**src/rtl/uart_pkg.sv**
```systemverilog
// uart_pkg: shared constants, RX FSM state encoding and baud divisor helper.
// Optional 8E1 parity support is enabled by defining UART_RX_PARITY_EN.
package uart_pkg;

  localparam int unsigned DATA_BITS  = 8;
  localparam int unsigned OVERSAMPLE = 16;
  localparam int unsigned MID_TICK   = 7;
  localparam int unsigned BIT_IDX_W  = $clog2(DATA_BITS);
  localparam int unsigned TICK_W     = $clog2(OVERSAMPLE);

`ifdef UART_RX_PARITY_EN
  typedef enum logic [2:0] {
    ST_IDLE, ST_START, ST_DATA, ST_PARITY, ST_STOP, ST_WAIT_IDLE
  } rx_state_e;
`else
  typedef enum logic [2:0] {
    ST_IDLE, ST_START, ST_DATA, ST_STOP, ST_WAIT_IDLE
  } rx_state_e;
`endif

  // Clocks per oversample tick: (clk + 8*baud) / (16*baud).
  function automatic int unsigned calc_div(input int unsigned clk_hz, input int unsigned baud);
    longint unsigned num;
    longint unsigned den;
    num = 64'(clk_hz) + 64'(8) * 64'(baud);
    den = 64'(16) * 64'(baud);
    return 32'(num / den);
  endfunction

endpackage

```
**src/rtl/uart_sync_fifo.sv**
```systemverilog
// uart_sync_fifo: head-registered first-word-fall-through FIFO.
// Push is accepted when not full or when the head is popped in the same cycle.
module uart_sync_fifo #(
  parameter int unsigned WIDTH = 8,
  parameter int unsigned DEPTH = 16
) (
  input  logic                   clk_i,
  input  logic                   rst_i,
  input  logic                   push_i,
  input  logic [WIDTH-1:0]       push_data_i,
  output logic                   full_o,
  output logic                   valid_o,
  input  logic                   ready_i,
  output logic [WIDTH-1:0]       data_o,
  output logic [$clog2(DEPTH):0] count_o
);

  localparam int unsigned AW = $clog2(DEPTH);
  localparam int unsigned CW = AW + 1;

  if (DEPTH < 2 || (DEPTH & (DEPTH - 1)) != 0) begin : g_depth_check
    $error("uart_sync_fifo: DEPTH must be a power of two and at least 2");
  end

  logic [WIDTH-1:0] mem_q [DEPTH];
  logic [AW-1:0]    wr_ptr_q, wr_ptr_d;
  logic [AW-1:0]    rd_ptr_q, rd_ptr_d;
  logic [CW-1:0]    count_q, count_d;
  logic [WIDTH-1:0] head_q, head_d;
  logic             valid_q, full_q;
  logic             pop_c, push_ok_c;

  // Pointer/occupancy update and next head selection (bypass when the new head is being written).
  always_comb begin
    pop_c     = valid_q & ready_i;
    push_ok_c = push_i & (~full_q | pop_c);
    wr_ptr_d  = push_ok_c ? wr_ptr_q + AW'(1) : wr_ptr_q;
    rd_ptr_d  = pop_c ? rd_ptr_q + AW'(1) : rd_ptr_q;
    count_d   = count_q;
    case ({push_ok_c, pop_c})
      2'b10:   count_d = count_q + CW'(1);
      2'b01:   count_d = count_q - CW'(1);
      default: count_d = count_q;
    endcase
    head_d = (push_ok_c && (wr_ptr_q == rd_ptr_d)) ? push_data_i : mem_q[rd_ptr_d];
  end

  // Storage array, no reset needed.
  always_ff @(posedge clk_i) begin
    if (push_ok_c) begin
      mem_q[wr_ptr_q] <= push_data_i;
    end
  end

  // Control and head registers.
  always_ff @(posedge clk_i) begin
    if (rst_i) begin
      wr_ptr_q <= '0;
      rd_ptr_q <= '0;
      count_q  <= '0;
      head_q   <= '0;
      valid_q  <= 1'b0;
      full_q   <= 1'b0;
    end else begin
      wr_ptr_q <= wr_ptr_d;
      rd_ptr_q <= rd_ptr_d;
      count_q  <= count_d;
      head_q   <= head_d;
      valid_q  <= (count_d != '0);
      full_q   <= (count_d == CW'(DEPTH));
    end
  end

  assign full_o  = full_q;
  assign valid_o = valid_q;
  assign data_o  = head_q;
  assign count_o = count_q;

endmodule

```
**src/rtl/uart_rx_fifo.sv**
```systemverilog
// uart_rx_fifo: 16x oversampled 8N1 UART receiver feeding a valid/ready byte FIFO.
// Define UART_RX_PARITY_EN to receive 8E1 frames with parity checking.
module uart_rx_fifo
  import uart_pkg::*;
#(
  parameter int unsigned CLK_FREQ_HZ = 27000000,
  parameter int unsigned BAUD        = 115200,
  parameter int unsigned FIFO_DEPTH  = 16
) (
  input  logic                        clock,
  input  logic                        reset,
  input  logic                        rx,
  output logic                        out_valid,
  input  logic                        out_ready,
  output logic [DATA_BITS-1:0]        out_data,
  output logic [$clog2(FIFO_DEPTH):0] fifo_count,
  output logic                        frame_err,
  output logic                        overrun
);

  localparam int unsigned DIV = calc_div(CLK_FREQ_HZ, BAUD);
  localparam int unsigned PW  = (DIV > 1) ? $clog2(DIV) : 1;

  if (DIV < 1) begin : g_div_check
    $error("uart_rx_fifo: clock too slow for the requested baud (DIV < 1)");
  end

  logic                 rx_meta_q, rx_sync_q;
  rx_state_e            state_q, state_d;
  logic [PW-1:0]        presc_q, presc_d;
  logic                 tick_c;
  logic [TICK_W-1:0]    tcnt_q, tcnt_d;
  logic [BIT_IDX_W-1:0] bit_q, bit_d;
  logic [DATA_BITS-1:0] shift_q, shift_d;
  logic                 push_c;
  logic                 ferr_q, ferr_d;
  logic                 ovr_q, ovr_d;
  logic                 fifo_full, fifo_valid;

  assign tick_c = (presc_q == PW'(DIV - 1));

  // Two-flop synchroniser for the asynchronous line, idling high.
  always_ff @(posedge clock) begin
    if (reset) begin
      rx_meta_q <= 1'b1;
      rx_sync_q <= 1'b1;
    end else begin
      rx_meta_q <= rx;
      rx_sync_q <= rx_meta_q;
    end
  end

  // Frame decoder next-state, prescaler and push/error strobes.
  always_comb begin
    state_d = state_q;
    presc_d = tick_c ? '0 : presc_q + PW'(1);
    tcnt_d  = tcnt_q;
    bit_d   = bit_q;
    shift_d = shift_q;
    push_c  = 1'b0;
    ferr_d  = 1'b0;
    case (state_q)
      ST_IDLE: begin
        if (!rx_sync_q) begin
          state_d = ST_START;
          tcnt_d  = '0;
          presc_d = '0;
        end
      end
      ST_START: begin
        if (tick_c) begin
          tcnt_d = tcnt_q + TICK_W'(1);
          if (tcnt_q == TICK_W'(MID_TICK)) begin
            if (rx_sync_q) begin
              state_d = ST_IDLE;
            end else begin
              state_d = ST_DATA;
              tcnt_d  = '0;
              bit_d   = '0;
            end
          end
        end
      end
      ST_DATA: begin
        if (tick_c) begin
          tcnt_d = tcnt_q + TICK_W'(1);
          if (tcnt_q == TICK_W'(OVERSAMPLE - 1)) begin
            shift_d = {rx_sync_q, shift_q[DATA_BITS-1:1]};
            bit_d   = bit_q + BIT_IDX_W'(1);
            if (bit_q == BIT_IDX_W'(DATA_BITS - 1)) begin
`ifdef UART_RX_PARITY_EN
              state_d = ST_PARITY;
`else
              state_d = ST_STOP;
`endif
            end
          end
        end
      end
`ifdef UART_RX_PARITY_EN
      ST_PARITY: begin
        if (tick_c) begin
          tcnt_d = tcnt_q + TICK_W'(1);
          if (tcnt_q == TICK_W'(OVERSAMPLE - 1)) begin
            if (rx_sync_q != ^shift_q) begin
              ferr_d  = 1'b1;
              state_d = ST_WAIT_IDLE;
            end else begin
              state_d = ST_STOP;
            end
          end
        end
      end
`endif
      ST_STOP: begin
        if (tick_c) begin
          tcnt_d = tcnt_q + TICK_W'(1);
          if (tcnt_q == TICK_W'(OVERSAMPLE - 1)) begin
            if (rx_sync_q) begin
              push_c  = 1'b1;
              state_d = ST_IDLE;
            end else begin
              ferr_d  = 1'b1;
              state_d = ST_WAIT_IDLE;
            end
          end
        end
      end
      ST_WAIT_IDLE: begin
        if (rx_sync_q) begin
          state_d = ST_IDLE;
        end
      end
      default: state_d = ST_IDLE;
    endcase
    ovr_d = push_c & fifo_full & ~(fifo_valid & out_ready);
  end

  // Decoder state and error pulse registers.
  always_ff @(posedge clock) begin
    if (reset) begin
      state_q <= ST_IDLE;
      presc_q <= '0;
      tcnt_q  <= '0;
      bit_q   <= '0;
      shift_q <= '0;
      ferr_q  <= 1'b0;
      ovr_q   <= 1'b0;
    end else begin
      state_q <= state_d;
      presc_q <= presc_d;
      tcnt_q  <= tcnt_d;
      bit_q   <= bit_d;
      shift_q <= shift_d;
      ferr_q  <= ferr_d;
      ovr_q   <= ovr_d;
    end
  end

  uart_sync_fifo #(
    .WIDTH (DATA_BITS),
    .DEPTH (FIFO_DEPTH)
  ) u_fifo (
    .clk_i       (clock),
    .rst_i       (reset),
    .push_i      (push_c),
    .push_data_i (shift_q),
    .full_o      (fifo_full),
    .valid_o     (fifo_valid),
    .ready_i     (out_ready),
    .data_o      (out_data),
    .count_o     (fifo_count)
  );

  assign out_valid = fifo_valid;
  assign frame_err = ferr_q;
  assign overrun   = ovr_q;

endmodule

```
**config.mk**
```make
export PLATFORM = sky130hd
export DESIGN_NAME = uart_rx_fifo
export DESIGN_NICKNAME = d
export VERILOG_FILES = /design/src/rtl/uart_pkg.sv /design/src/rtl/uart_sync_fifo.sv /design/src/rtl/uart_rx_fifo.sv
export SDC_FILE = /design/constraint.sdc
export NUM_CORES = 1
export LEC_CHECK = 0
export ABC_AREA = 1
export ABC_CLOCK_PERIOD_IN_PS = 3800
export BUFFER_PORTS_ARGS = -buffer_cell sky130_fd_sc_hd__buf_4
export CORE_MARGIN = 3
export CORE_UTILIZATION = 55
export DETAILED_ROUTE_END_ITERATION = 6
export GPL_TIMING_DRIVEN = 0
export MAX_ROUTING_LAYER = met4
export PLACE_DENSITY_LB_ADDON = 0.3
export SLEW_MARGIN = 20
export SYNTH_ARGS = -nofsm -noshare
export SYNTH_HDL_FRONTEND = slang
export SYNTH_HIERARCHICAL = 1
export SYNTH_SLANG_ARGS = --single-unit
```
**constraint.sdc**
```tcl
create_clock -name clock -period 3.8 [get_ports clock]
set_input_delay 0.19 -clock clock [delete_from_list [all_inputs] [get_ports clock]]
set_output_delay 0.19 -clock clock [all_outputs]
set_load 0.01 [all_outputs]
```
* Yosys cells after proc, flatten, opt, wreduce, memory -nomap -nowiden
Memories as Yosys holds them, arrays and structs flattened. A register that Yosys moved wholly into a read port is not among the register bits.
Cells that the tools add are included.
** Cells by class
- Bitwise logic cells :: 10
- Mux-type cells :: 36
- Div/mod/pow operators :: 0
- Reductions and logical operators :: 10
- Shift-type cells :: 0
- $lt $le $gt $ge :: 0
- Eq/ne operators :: 22
- Add/sub/neg operators :: 7
- Multiply operators :: 0
** Operators with widths (number)
- $mux W3 :: 15
- $mux W4 :: 9
- $ne A2 B2 Y1 const B :: 10
- $add A4 B1 Y4 const B :: 4
- $pmux W3 S5 :: 1
- $pmux W4 S3 :: 1
- $pmux W5 S2 :: 1
- $reduce_and A9 Y1 :: 1
- $eq A4 B4 Y1 const B :: 2
- $mux W1 :: 7
- $eq A3 B2 Y1 const B :: 2
- $eq A3 B3 Y1 const B :: 2
- $pmux W3 S2 :: 1
- $reduce_and A6 Y1 :: 1
- $add A5 B1 Y5 const B :: 1
- $eq A5 B5 Y1 const B :: 1
- $not A1 Y1 :: 5
- $reduce_bool A5 Y1 :: 1
- $sub A5 B1 Y5 const B :: 1
- $and A1 B1 Y1 :: 4
- $eq A4 B3 Y1 const B :: 1
- $reduce_and A4 Y1 :: 1
- $reduce_or A4 Y1 :: 1
- $add A3 B1 Y3 const B :: 1
- other kinds (11) :: 11
** Storage, ports and cells
- Memory bits (read-only) :: 0
- Logic and storage cells :: 100
- Bits in writable memories :: 128
- Memories :: 1
- Input bits :: 4
- Register bits :: 41
- Bits in latches :: 0
** Memories
- u_fifo.mem_q :: words 16, width 8, rd ports 1, clocked after memory_dff 1, write ports 1, RTL line uart_sync_fifo.sv:25 : logic [WIDTH-1:0] mem_q [DEPTH];

* Longest topological paths before layout
Gate-level depths: netlist of run 1.
- Depth in word-level cells :: 8
- Mapped depth :: 20
- Depth with buffers taken out :: 20

* Modules after synthesis
The synthesis of run 1 kept the hierarchy.
** Modules (own cells, without submodules)
- uart_sync_fifo :: cells each 708, area each 6891.6 um^2, times used 1
- uart_rx_fifo :: cells each 171, area each 1222.4 um^2, times used 1

* Least setup slack after synthesis of run 1
Ideal clock, no wire load.
- Path kind :: register -> register
- Start :: register tcnt_q[0]
- End :: register u_fifo.valid_q, in the netlist u_fifo/valid_o
- Arrival :: 2.618 ns
- Data required time :: 3.686 ns
- Setup time :: 0.114 ns
- Clock period less this slack :: 2.732 ns
- Stages on the path, launching flop included :: 20
- Slack :: 1.068 ns
- Cell sequence :: dfxtp_1 ha_1 nand2_1 nor2_2 nand2_4 nor3_2 a21boi_2 inv_1 ha_1 xor2_1 ha_1 a21oi_1 inv_1 nand2_1 o21ai_0 nand3_1 nand2_1 nand2_1 nand2_1 nand2_1
** Between the ends
- Word-level cells in the longest chain between the ends :: 8
- Elaborated cells on any way between the ends :: 9
** Ends and longest elaborated chain
- start, declared :: RTL line uart_rx_fifo.sv:32 : logic [TICK_W-1:0] tcnt_q, tcnt_d;
- start signal, assigned :: RTL line uart_rx_fifo.sv:152 : tcnt_q <= tcnt_d;
- $eq A4 B4 Y1 * :: RTL line uart_rx_fifo.sv:118 : if (tcnt_q == TICK_W'(OVERSAMPLE - 1)) begin
- $mux W1 * :: RTL line uart_rx_fifo.sv:118
- $mux W1 * :: RTL line uart_rx_fifo.sv:116 : if (tick_c) begin
- $mux W1 * :: RTL line uart_rx_fifo.sv:62 : case (state_q)
- via push_c :: RTL line uart_rx_fifo.sv:35 : logic push_c;
- $and A1 B1 Y1 * :: RTL line uart_sync_fifo.sv:36 : push_ok_c = push_i & (~full_q | pop_c);
- $eq A2 B1 Y1 / $eq A2 B2 Y1 (equally long branches) :: RTL line uart_sync_fifo.sv:40 : case ({push_ok_c, pop_c})
- $pmux W5 S2 * :: RTL line uart_sync_fifo.sv:40
- $reduce_bool A5 Y1 * :: RTL line uart_sync_fifo.sv:69 : valid_q <= (count_d != '0);
- end signal, assigned :: RTL line uart_sync_fifo.sv:69
- end, declared :: RTL line uart_sync_fifo.sv:30 : logic valid_q, full_q;
Mark *: on every way through the listed nets, which the timed path passes. The rest lies on a longest branch.
A chain may end at the register's enable or synchronous reset.

* Worst setup path after layout of run 1
Ends and elaborated chain as after synthesis.

==> results_dict.tcl, run 1 <==
set metrics [dict create \
    crit_top_cell "nand2_1" \
    synth_nets 894 \
    core_um2 14150 \
    finalClockSkew_ns 0.008601 \
    yosys_warnings 6 \
    final_cell_mix "163 x nand2_1, 128 x edfxtp_1, 126 x nor2_1, 121 x nand3_1, 111 x inv_1" \
    synth_top_flop_cell "edfxtp_1" \
    insertion_delay_ns 0.43 \
    cts_buffer_depth 2 \
    synthCells 879 \
    slew_headroom_pct 31.85 \
    wl_um 19510 \
    synthesis.area_um2 8114 \
    cp.required_ns 4.13 \
    drive_gt1_share_pct 10.74 \
    ys_seq_elements 177 \
    arrival_ns 3.52 \
    cp-start-kind "register" \
    final_cells 1111 \
    crit_start "tcnt_q[0]$_SDFFE_PP0P_" \
    die_y_um 127.5 \
    dr.first_iter.drc_count 748 \
    htreeDepth 4 \
    routedWlPerCell_um 17.56 \
    seq_area_frac_synth_pct 59.46 \
    max_stage_delay_ns 0.38 \
    antenna_found_initial 0 \
    setup_viol 0 \
    antenna_left 0 \
    ir_drop_mv 0.3467 \
    synthToLayoutAreaGrowth_pct 12.15 \
    leakagePower_nw 3.991 \
    clock-root-buffer "clkbuf_16" \
    placed_cells 1078 \
    cts_made_buffers 17 \
    nets 933 \
    final_common_cell "nand2_1" \
    grt_pass1_wl_um 30370 \
    timing.max_cap.violations 0 \
    async_flop_share_pct 0 \
    syn_avg_cell_area_um2 9.231 \
    synth_edf_count 128 \
    hp-class "input pin to register" \
    endpoint_kind "register" \
    cts_tree "done" \
    path_cells "ha_1 > nand2_1 > nor2_2 > nand2_4 > nor3_2 > a21boi_2 > inv_1 > ha_1 > xor2_1 > ha_1 > a21oi_1 > inv_1 > nand2_1 > o21ai_0 > nand3_1 > nand2_1 > nand2_1 > nand2_1 > nand2_1" \
    die-area_um2 16250 \
    postCtsSetupRepairBufs 0 \
    num-fill-cells 1160 \
    finalHoldViolations 0 \
    vias 6191 \
    grt_usage_pct 25.38 \
    worst_pin_slew_ns 1.019 \
    start_util_pct 57.34 \
    setup_tns_ns 0 \
    grt_overflow_total 0 \
    gp_congestion 0.9800 \
    die_w_um 127.5 \
    drc 0 \
    fmax_mhz 313.7 \
    dp.final_hpwl_um 13230 \
    fp-row-count 43 \
    firstDrtPassIters 5 \
    fin_crit_ns 3.188 \
    rsz0062_at_grt "no" \
    antenna_cells 0 \
    min_from "reset" \
    portBuffers 19 \
    slowest_stage "dfxtp_1" \
    r2r_start "tcnt_q[0]$_SDFFE_PP0P_" \
    critical_path.max_fanout 8 \
    ys_types 37 \
    drv_slew 0 \
    critPathKind "register to register" \
    grt_pass1_vias 5786 \
    power.density_nw_per_um2 454.5 \
    period_share_pct 83.88 \
    boundaryPins 20 \
    grt_start_max_net_pins 20 \
    status "completed" \
    viasPerCell 5.572 \
    clock_sinks 177 \
    path_clk_slew_ns 0.07 \
]
-- per-stage QoR --
step	power (W)	hold slack [ns]	cell area, um^2	setup slack, ns	utilization [%]
2_1_floorplan	0.002350	0.2938	8114	1.068	-
3_3_place_gp	0.002402	0.3748	8482	0.6607	59.94
3_5_place_dp	0.002407	0.3848	8482	0.6223	59.94
4_1_cts	0.004152	0.1101	9100	0.5901	64.31
5_1_grt	0.004267	0.1600	9100	0.1465	64.31
6_report	0.004136	0.1325	9100	0.6124	64.31
-- cells by family (layout without fill, tap and decap cells) --
logic type      count (synthesis)  count (layout)  synth area share [%]
fa+ha+maj                      11              11                 1.696
mux                             1               1                0.1234
simple gates                  477             477                 26.86
compound gates                 55              55                 3.747
flops                         177             177                 59.46
buf+inv                       153             205                 7.571
xor+xnor                        5               5                0.5397
-- report_power, final --
part	internal, W	switching [W]	leakage (nW)
clock network	0.00104	0.000720	0.297
registers	0.00207	0.0000276	1.77
logic	0.0000929	0.000183	1.92
total	0.00320	0.000931	3.99
-- worst max-delay path: cells and delay by family (launching register included) --
kind	cells	cell delay, ns
AND/OR/NAND/NOR	10	0.99
AO/OA/AOI/OAI	3	0.62
buffers and inverters	2	0.25
XOR/XNOR	1	0.22
flip-flops	1	0.38
adder cells (fa/ha/maj)	3	0.64
-- Yosys cell counts (4+ instances only) --
library cell | instances | area (um^2)
xor2_1 | 4 | 35.03
nor2_2 | 4 | 25.02
nand3b_1 | 41 | 307.8
edfxtp_1 | 128 | 3844
inv_2 | 7 | 26.28
nand3_1 | 121 | 605.6
inv_1 | 111 | 416.7
buf_2 | 16 | 80.08
o21ai_0 | 20 | 100.1
a21oi_2 | 4 | 35.03
dfxtp_1 | 49 | 980.9
nand2_2 | 7 | 43.79
nand4_1 | 5 | 31.28
a21oi_1 | 14 | 70.07
nor2_1 | 126 | 473.0
o21ai_1 | 13 | 65.06
buf_1 | 4 | 15.01
nand2_1 | 163 | 611.8
ha_1 | 11 | 137.6
clkbuf_1 | 10 | 37.54
-- flip-flops by register name, indices dropped and copies added (netlist names) --
signal	count
u_fifo/mem_q	128
shift_q	8
u_fifo/data_o	8
u_fifo/count_o	5
presc_q	4
tcnt_q	4
u_fifo/rd_ptr_q	4
u_fifo/wr_ptr_q	4
bit_q	3
state_q	3
frame_err	1
overrun	1
rx_meta_q	1
rx_sync_q	1
u_fifo/full_o	1
u_fifo/valid_o	1
-- final timing paths --
| check | endpoint | cells past startpoint | slack (ns) |
|---|---|---|---|
| hold reg to reg | rx_sync_q$_SDFF_PP1_ | 1 | 0.41 |
| setup reg to reg | u_fifo/valid_o$_SDFF_PP0_ | 19 | 0.61 |
| setup / recovery | u_fifo/valid_o$_SDFF_PP0_ | 19 | 0.61 |
| hold / removal | shift_q[0]$_SDFFE_PP0P_ | 4 | 0.13 |
-- area by class of cell --
| class | count | area, um^2 | share of cell area, % |
|---|---|---|---|
| buffer | 33 | 162.7 | 1.787 |
| clock buffer | 20 | 478.0 | 5.252 |
| clock inverter | 12 | 130.1 | 1.430 |
| inverter | 120 | 451.7 | 4.964 |
| multi-input combinational | 549 | 2675 | 29.40 |
| sequential | 177 | 4825 | 53.02 |
| tap | 180 | 225.2 | 2.475 |
| timing repair buffer | 20 | 152.6 | 1.677 |
-- metal layers --
| layer | part of all wire (%) | GRT usage, % | wire, um |
|---|---|---|---|
| met5 | 0 | - | 0 |
| met4 | 1.8 | 10.03 | 353 |
| met3 | 7.9 | 4.724 | 1540 |
| met2 | 48 | 39.33 | 9420 |
| met1 | 42 | 33.38 | 8195 |
-- what timing repair did --
action / CTS / global route
hold buffers: 1 / 0
gates resized for setup: 0 / 0
endpoints found under the hold margin: 1 / 0
endpoints found under the setup margin: 0 / 0
Power figures use the tool's default switching activity.
==> inputs of run 2 (changes only) <==
- ABC_CLOCK_PERIOD_IN_PS: 3800 -> 3300
- clock period: 3.8 -> 3.3 ns (I/O delays scaled with it)
==> run 2 against run 1 <==
- first-iteration DRC count is 9.1% higher
- combinational power increased by 15%
- power is 15% higher
- cell count about the same
- fmax is 8.0% higher
- worst hold slack worse by 0.022 ns
- critical path depth is 1 lower
- wire length is essentially flat
- utilization rose by 0.14 points
- worst setup slack worse by 0.26 ns
- critical path type unchanged
- largest cell class unchanged
==> results_dict.tcl, run 2 (synthesis gave the netlist of run 1 again) <==
set metrics [dict create \
    status "completed" \
    start_util_pct 57.34 \
    die_w_um 127.5 \
    final_cell_mix "163 x nand2_1, 128 x edfxtp_1, 126 x nor2_1, 121 x nand3_1, 111 x inv_1" \
    hp-class "input pin to register" \
    fin_crit_ns 2.952 \
    cts_tree "done" \
    insertion_delay_ns 0.43 \
    leakagePower_nw 3.997 \
    rsz0062_at_grt "no" \
    final_cell_area_um2 9120 \
    path_cells "ha_1 > nand2_1 > nor2_4 > nand2_4 > nor3_2 > a21boi_4 > inv_1 > ha_1 > xor2_1 > ha_1 > a21oi_1 > nand2_1 > nand3_1 > o21ai_0 > nor2_1 > nand3_1 > nand2_1 > nand2_1" \
    worst_pin_slew_ns 0.9805 \
    critical_path.max_fanout 5 \
    setup_viol 0 \
    core_um2 14150 \
    antenna_left 0 \
    routedWlPerCell_um 17.55 \
    post_dp_cell_area_um2 8482 \
    endpoint_kind "register" \
    timing.max_cap.violations 0 \
    ir_drop_mv 0.3970 \
    arrival_ns 3.28 \
    die-area_um2 16250 \
    die_y_um 127.5 \
    fmax_mhz 338.8 \
    grt_usage_pct 25.38 \
    crit_buf_inv 1 \
    drv_slew 0 \
    cts_made_buffers 17 \
    finalClockSkew_ns 0.009038 \
    drive_gt1_share_pct 10.84 \
    largest_reg_flops 128 \
    utilization_pct 64.45 \
    viasPerCell 5.568 \
    max_stage_delay_ns 0.38 \
    antenna_cells 0 \
    vias 6192 \
    grt_most_used_layer "met2" \
    globalRouteMet1Util_pct 33.38 \
    drc 0 \
    firstDrtPassIters 5 \
    finalHoldViolations 0 \
    cp.required_ns 3.63 \
    period_share_pct 89.45 \
    path_clk_slew_ns 0.07 \
    portBuffers 19 \
    grt_overflow_total 0 \
    grt_start_max_net_pins 20 \
    cts_buffer_depth 2 \
    synthToLayoutAreaGrowth_pct 12.40 \
    dp.final_hpwl_um 13230 \
    grt_pass1_wl_um 30370 \
    htreeDepth 4 \
    use_met3_pct 4.724 \
    setup_tns_ns 0 \
    nets 934 \
    boundaryPins 20 \
    crit_top_cell "nand2_1" \
    dr.first_iter.drc_count 816 \
    path_delay_family "simple AND/OR/NAND/NOR gates" \
    top_register "u_fifo/mem_q" \
    power.density_nw_per_um2 522.3 \
    critPathKind "register to register" \
    clock_sinks 177 \
    clock-root-buffer "clkbuf_16" \
    gp_congestion 0.9800 \
    final_common_cell "nand2_1" \
    fp-row-count 43 \
    slew_headroom_pct 34.39 \
    cp-start-kind "register" \
    grt_util_met2_pct 39.33 \
    grt_pass1_vias 5786 \
    antenna_found_initial 0 \
    wl_um 19520 \
    slowest_stage "dfxtp_1" \
]
-- run 2: changes by cell type in the layout (fill, tap and decap cells not counted) --
cell and change:
a21boi_4 +1, a21boi_2 -1, o21ai_1 +1, nor2_2 -1, buf_4 +1, o21ai_0 -1
nor2_4 +1
-- run 2: timing repair --
item,in CTS,in global routing
resized for setup,0,3
hold buffers,1,0
endpoints found under the setup margin,0,12
endpoints found under the hold margin,1,0
buffers inserted,0,1
-- run 2: per-stage QoR --
step	std cells	setup slack (ns)	hold WS, ns	total power, W
floorplan	879	0.5680	0.2688	0.002707
global placement	1078	0.1607	0.3498	0.002766
detailed placement	1078	0.1223	0.3598	0.002771
CTS	1111	0.09014	0.08509	0.004781
global route	1112	0.003753	0.1350	0.004914
finish	1112	0.3483	0.1100	0.004763
-- run 2: where the power goes --
| group | switching (W) | internal [W] |
|---|---|---|
| registers | 0.0000318 | 0.00238 |
| clock network | 0.000831 | 0.00120 |
| logic | 0.000211 | 0.000107 |
| total | 0.00107 | 0.00369 |
-- run 2: metal layers --
metal / vias to the layer above / wire, um
li1: 2966 / -
met5: - / 0
met1: 2896 / 7928
met4: 0 / 421
met3: 40 / 1876
met2: 290 / 9290
-- run 2: final timing paths --
kind	slack, ns	end	startpoint	depth (start not counted)
min	0.11	shift_q[0]$_SDFFE_PP0P_	reset	4
max	0.35	u_fifo/valid_o$_SDFF_PP0_	tcnt_q[0]$_SDFFE_PP0P_	18
max reg2reg	0.35	u_fifo/valid_o$_SDFF_PP0_	tcnt_q[0]$_SDFFE_PP0P_	18
min reg2reg	0.41	rx_sync_q$_SDFF_PP1_	rx_meta_q$_SDFF_PP1_	1
-- run 2: tightest hold or removal path, delay by kind of cell --
family | cells | cell delay, ns
buffers and inverters | 2 | 0.19
AOI/OAI and AO/OA | 1 | 0.10
and+or+nand+nor | 1 | 0.04
-- run 2: area by class of cell --
cell class | instances | area, um^2
Sequential cell | 177 | 4825
Buffer | 33 | 162.7
Tap cell | 180 | 225.2
Timing Repair Buffer | 21 | 160.2
Inverter | 120 | 451.7
Fill cell | 1160 | 5030
Clock buffer | 20 | 478.0
Clock inverter | 12 | 130.1
Multi-Input combinational cell | 549 | 2688
